$ cat src/rtl/rv32i_fetch.sv
// RV32I instruction fetch stage: drives the instruction memory port, buffers {pc, instr}
// in a small prefetch FIFO and hands entries to decode over valid/ready; redirects flush.
module rv32i_fetch #(
  parameter logic [31:0] RESET_PC   = 32'h0000_0000,
  parameter int unsigned FIFO_DEPTH = 4
) (
  input  logic                             clk,
  input  logic                             rst,
  input  logic                             fetch_en,
  output logic [31:0]                      imem_addr,
  input  logic [31:0]                      imem_rdata,
  input  logic                             redirect_valid,
  input  logic [31:0]                      redirect_pc,
  output logic                             if_valid,
  input  logic                             if_ready,
  output logic [31:0]                      if_instr,
  output logic [31:0]                      if_pc,
  output logic [$clog2(FIFO_DEPTH+1)-1:0]  fifo_count
);

  localparam int unsigned   PW    = $clog2(FIFO_DEPTH);
  localparam int unsigned   CW    = $clog2(FIFO_DEPTH+1);
  localparam logic [CW-1:0] DEPTH = CW'(FIFO_DEPTH);
  localparam logic [31:0]   NOP   = 32'h0000_0013;

  logic [31:0]   fetch_pc;
  logic [31:0]   pc_mem    [FIFO_DEPTH];
  logic [31:0]   instr_mem [FIFO_DEPTH];
  logic [PW-1:0] head;
  logic [PW-1:0] tail;
  logic [CW-1:0] count;
  logic          push;
  logic          pop;
  logic          unused_bits;

  // Redirect target low bits are dropped to keep the fetch address word-aligned.
  assign unused_bits = ^redirect_pc[1:0];

  assign imem_addr  = fetch_pc;
  assign fifo_count = count;
  assign if_valid   = (count != '0) & ~redirect_valid;
  assign if_instr   = if_valid ? instr_mem[head] : NOP;
  assign if_pc      = if_valid ? pc_mem[head] : '0;

  // A pop in the same cycle frees a slot, so a full FIFO can still accept a push.
  assign pop  = if_valid & if_ready & ~redirect_valid;
  assign push = fetch_en & ~redirect_valid & ((count < DEPTH) | pop);

  always_ff @(posedge clk) begin
    if (push) begin
      pc_mem[tail]    <= fetch_pc;
      instr_mem[tail] <= imem_rdata;
    end
  end

  always_ff @(posedge clk) begin
    if (rst) begin
      fetch_pc <= {RESET_PC[31:2], 2'b00};
      head     <= '0;
      tail     <= '0;
      count    <= '0;
    end else if (redirect_valid) begin
      fetch_pc <= {redirect_pc[31:2], 2'b00};
      head     <= '0;
      tail     <= '0;
      count    <= '0;
    end else begin
      if (push) begin
        tail     <= tail + PW'(1);
        fetch_pc <= fetch_pc + 32'd4;
      end
      if (pop) begin
        head <= head + PW'(1);
      end
      if (push & ~pop) begin
        count <= count + CW'(1);
      end else if (pop & ~push) begin
        count <= count - CW'(1);
      end
    end
  end

endmodule
$ cat config.mk
export PLATFORM = sky130hd
export DESIGN_NAME = rv32i_fetch
export DESIGN_NICKNAME = d
export VERILOG_FILES = /design/src/rtl/rv32i_fetch.sv
export SDC_FILE = /design/constraint.sdc
export NUM_CORES = 1
export LEC_CHECK = 0
export ABC_AREA = 1
export CORE_UTILIZATION = 31
export DETAILED_ROUTE_END_ITERATION = 10
export GPL_TIMING_DRIVEN = 0
export PLACE_DENSITY_LB_ADDON = 0.3
export SETUP_SLACK_MARGIN = 0.4
export SYNTH_ARGS = -nofsm -noshare
export SYNTH_HDL_FRONTEND = slang
export SYNTH_SLANG_ARGS = --single-unit
$ cat constraint.sdc
create_clock -name clk -period 11.3 [get_ports clk]
set_input_delay 2.26 -clock clk [delete_from_list [all_inputs] [get_ports clk]]
set_output_delay 2.26 -clock clk [all_outputs]
set_load 0.02 [all_outputs]
Yosys cells after proc, flatten, opt, wreduce, memory -nomap -nowiden
Memories as Yosys holds them, arrays and structs flattened. A register that Yosys moved wholly into a read port is not among the register bits.
Index checks and enable logic that the tools add are counted.
W data, S select, Z words.
- $lt $le $gt $ge: 1
- bitwise operators: 11
- $add $sub $neg: 5
- muxes and demuxes: 12
- reductions and logical operators: 4
- operator list (cell ; count):
    $mux W32 ; 4
    $add A32 B3 Y32 const B ; 1
    $mux W2 ; 4
    $and A1 B1 Y1 ; 7
    $mux W3 ; 2
    $add A2 B1 Y2 const B ; 2
    $reduce_bool A2 Y1 ; 2
    $add A3 B1 Y3 const B ; 1
    $lt A3 B3 Y1 const B ; 1
    $not A1 Y1 ; 3
    $reduce_bool A3 Y1 ; 1
    $sub A3 B1 Y3 const B ; 1
    $mux W1 ; 2
    $reduce_or A2 Y1 ; 1
    $or A1 B1 Y1 ; 1
- memories kept: 2
- RAM bits: 256
- logic and storage cells: 40
- input port bits: 69
- bits in registers: 39
- output and inout bits: 100
- memories (memory ; words ; width ; rd ports ; clocked after memory_dff ; wr ports ; line ; text):
    instr_mem ; 4 ; 32 ; 1 ; 1 ; 1 ; 28 ; logic [31:0] instr_mem [FIFO_DEPTH];
    pc_mem ; 4 ; 32 ; 1 ; 1 ; 1 ; 27 ; logic [31:0] pc_mem [FIFO_DEPTH];

Depth between registers and ports, before layout
- depth in word-level cells: 10
- depth in mapped cells: 12
- gate-level depth less buffers: 11

Worst setup path before layout
Ideal clock, no wire load.
- path type: input to register
- from: input port if_ready
- to: memory instr_mem[0][0], enable pin
- setup time: 482 ps
- stages: 6
- buffers on the path: 0
- slack: 5466 ps
- required time: 10818 ps
- data arrival time: 5352 ps
- cell sequence: inv_1 > nand2_1 > nand2_4 > nor2_4 > inv_1 > nor2_1
- longest elaborated chain between the ends: 6
- RTL lines (what ; line ; text):
    start: declaration ; 15 ; input logic if_ready,
    $and A1 B1 Y1 (2 in series) ; 46 ; assign pop = if_valid & if_ready & ~redirect_valid;
    $or A1 B1 Y1 ; 47 ; assign push = fetch_en & ~redirect_valid & ((count < DEPTH) | pop);
    $and A1 B1 Y1 ; 47 ;
    $mux W1 ; 50 ; if (push) begin
    $mux W1 (not written as such) ; 52 ; instr_mem[tail] <= imem_rdata;
    end: declaration ; 28 ;
Every way passes these cells.

Final worst setup path
- from: input port redirect_valid
- to: output port if_pc[22]
- longest elaborated chain between the ends: 3
- RTL lines (what ; line ; text):
    start: declaration ; 12 ; input logic redirect_valid,
    $not A1 Y1 ; 41 ; assign if_valid = (count != '0) & ~redirect_valid;
    $and A1 B1 Y1 ; 41 ;
    $mux W32 ; 43 ; assign if_pc = if_valid ? pc_mem[head] : '0;
    end: declaration ; 17 ; output logic [31:0] if_pc,
Every way passes these cells.

==> impl_metrics.env <==
export IMPL_critPathKind="input pin to output port"
export IMPL_seq_area_frac_synth_pct=67.2
export IMPL_combinationalPowerShare_pct=7.7
export IMPL_drc=0
export IMPL_cp_required_ns=9.04
export IMPL_gp_congestion=0.808
export IMPL_final_cell_area_sq_mm=0.0157
export IMPL_async_reset_ff_share_pct=0
export IMPL_cts_max_level=1
export IMPL_yosys_warnings=0
export IMPL_powerDensity_mw_per_mm2=149
export IMPL_dr_pass1_iters=5
export IMPL_fmax_mhz=142
export IMPL_fin_worst_skew_ns=0.0144
export IMPL_total_leakage_power_uw=0.00541
export IMPL_synth_cells=1153
export IMPL_ant_nets=0
export IMPL_drtIter0Drc=465
export IMPL_worstMarginPinSlew_ns=0.724
export IMPL_grtUsageTotal_pct=16.3
export IMPL_routedWlPerCell_um=17.5
export IMPL_chipWidth_um=201
export IMPL_rsz0062_at_grt="false"
export IMPL_cp_arrival_ns=4.81
export IMPL_cts_hold_buf=0
export IMPL_antenna_found_initial=0
export IMPL_synth_cell_types=37
export IMPL_vias=8816
export IMPL_cts_tree="done"
export IMPL_clockBufferDepth=3
export IMPL_hp_class="flop to flop"
export IMPL_seqPwrFrac_pct=51.5
export IMPL_grt_pass1_vias=8701
export IMPL_drt_total_wl_um=33200
export IMPL_cap_viol_max_count=0
export IMPL_ios=169
export IMPL_end_kind="output port"
export IMPL_finalSetupViolations=0
export IMPL_grt_overflow=0
export IMPL_yosys_area_top_type="edfxtp_1"
export IMPL_cts_resized=0
export IMPL_core_sq_mm=0.0388
export IMPL_finalHoldViolations=0
export IMPL_p_sw_uw=526
export IMPL_start_kind="input pin"
export IMPL_netlist_area_sq_mm=0.0122
export IMPL_status="complete, no violations"
export IMPL_ys_ff_latch=287
export IMPL_die_area_sq_mm=0.0403
export IMPL_netlist_top_cells_area="edfxtp_1 61%, nor2_1 8.7%, dfxtp_1 6.4%"
export IMPL_final_setup_tns_ns=0
export IMPL_finalNetCount=1434
export IMPL_fin_crit_sh_pct=62.5
export IMPL_multiInputGateArea_sq_mm=0.00350
export IMPL_yosysTopAreaCellShare_pct=60.8
export IMPL_yosys_most_used_dff="edfxtp_1"
export IMPL_rows=72
export IMPL_cts_sinks=287
export IMPL_place_port_buffers=161
export IMPL_clk_pin_slew_ns=0.06
export IMPL_synth_edff_count=248
export IMPL_power_switching_share_pct=22.6
export IMPL_dp_hpwl_um=22200
export IMPL_cts_made_buffers=31
export IMPL_grt_max_degree=27
export IMPL_area_growth_synth_to_final_pct=28.1
export IMPL_die_y_um=201
export IMPL_drive_above_1_share_pct=8.68
export IMPL_initial_utilization_pct=31.5
export IMPL_syn_avg_cell_area_sq_um=10.6
export IMPL_final_cells=1901
export IMPL_finalMaxSlewViolations=0
export IMPL_period_needed_ns=7.07
export IMPL_regArea_sq_mm=0.00823
export IMPL_n_antenna_cell=0
export IMPL_dp_cells=1843
export IMPL_path_max_fanout=10
export IMPL_grt_pass1_wl_um=50700
export IMPL_clk_latency_ns=0.55
export IMPL_fill_cells=3696
export IMPL_clock_tree_root_cell="clkbuf_16"
export IMPL_post_cts_buffers=0
export IMPL_relSlewSlack_pct=51.6
export IMPL_clkPwrFrac_pct=40.8
export IMPL_p_int_uw=1800
export IMPL_placed_cell_area_sq_mm=0.0147
export IMPL_via_per_inst=4.64
export IMPL_peakVddDrop_mv=0.0846
[critical path, stage by stage]
cell and delay, ns:
clkdlybuf4s50_1 0.54, a21oi_4 0.42, inv_2 0.17, buf_2 0.24, buf_2 0.23, a21oi_1 0.27
clkdlybuf4s50_1 0.66
[power by group through the flow]
stage	Combinational, uW	Clock (uW)	Sequential (uW)
finish	180	951	1200
global route	197	1010	1200
CTS	182	975	1200
detailed placement	181	0	1220
global placement	176	0	1230
floorplan	79.1	0	1220
[cell families after synthesis]
logic type               count (synthesis)  share of synthesized area, %
AND/OR/NAND/NOR                        469                          16.2
flip-flops                             287                          67.2
AO/OA/AOI/OAI                          255                          10.8
buffers and inverters                  128                          4.52
adder cells (fa/ha/maj)                  7                         0.777
XOR/XNOR                                 6                         0.429
other                                    1                        0.0306
[Yosys cell counts (all sizes together), types with 2 or more instances]
master,n
nand3b,2
dfxtp,39
nand2,127
o21ai,150
edfxtp,248
ha,6
buf,34
xor2,2
clkbuf,26
inv,68
a21oi,92
xnor2,4
or2,3
a31oi,4
and2,3
nand3,36
o211ai,3
nor2,298
o311ai,3
[cell type report]
cell class	instances	area share, %
sequential	287	52.5
clock buffer	41	5.44
tap	518	4.13
buffer	60	1.90
multi-input combinational	741	22.3
clock inverter	17	0.726
inverter	68	1.63
timing repair buffer	169	11.3
[registers in the layout, indices dropped and copies added (netlist names), named ones only]
register,cells
imem_addr,30
head,2
instr_mem,128
pc_mem,120
tail,2
fifo_count,3
[metrics by stage]
step	setup slack (ns)	util (%)	power, uW	hold WS (ns)
finish	4.23	40.4	2330	0.473
global route	4.11	40.4	2410	0.498
CTS	4.17	40.4	2360	0.476
detailed placement	4.17	37.9	1400	0.464
global placement	2.31	37.4	1400	0.452
floorplan	5.47	-	1300	0.436
[worst paths after layout]
kind,from,end,slack [ns],cells past startpoint
worst min register to register,head[1],head[1],0.47,2
worst min-delay path,head[1],head[1],0.47,2
worst max-delay path,redirect_valid,if_pc[22],4.23,7
worst max register to register,fifo_count[2],instr_mem[3][11],8.77,7
[layer usage]
metal	track usage [%]	up-vias	share of wire, %
met5	0	-	0
met4	4.14	0	2.0
met3	2.35	47	4.8
met2	27.2	261	46
met1	22.3	4154	47
li1	-	4354	-
[placed cells by master, fill, tap and decap left out, types with 9 or more instances in the layout]
master / netlist / routed
clkdlybuf4s50_1: 0 / 161
edfxtp_1: 248 / 248
clkbuf_16: 0 / 31
buf_4: 9 / 9
nor2_4: 9 / 13
a21oi_1: 90 / 90
o21ai_0: 150 / 150
dfxtp_1: 39 / 39
clkbuf_1: 26 / 32
inv_1: 63 / 63
nand3_1: 36 / 36
buf_2: 19 / 19
nand2_1: 117 / 117
nor2_1: 285 / 281
No activity file was read; power rests on OpenSTA's default activity.
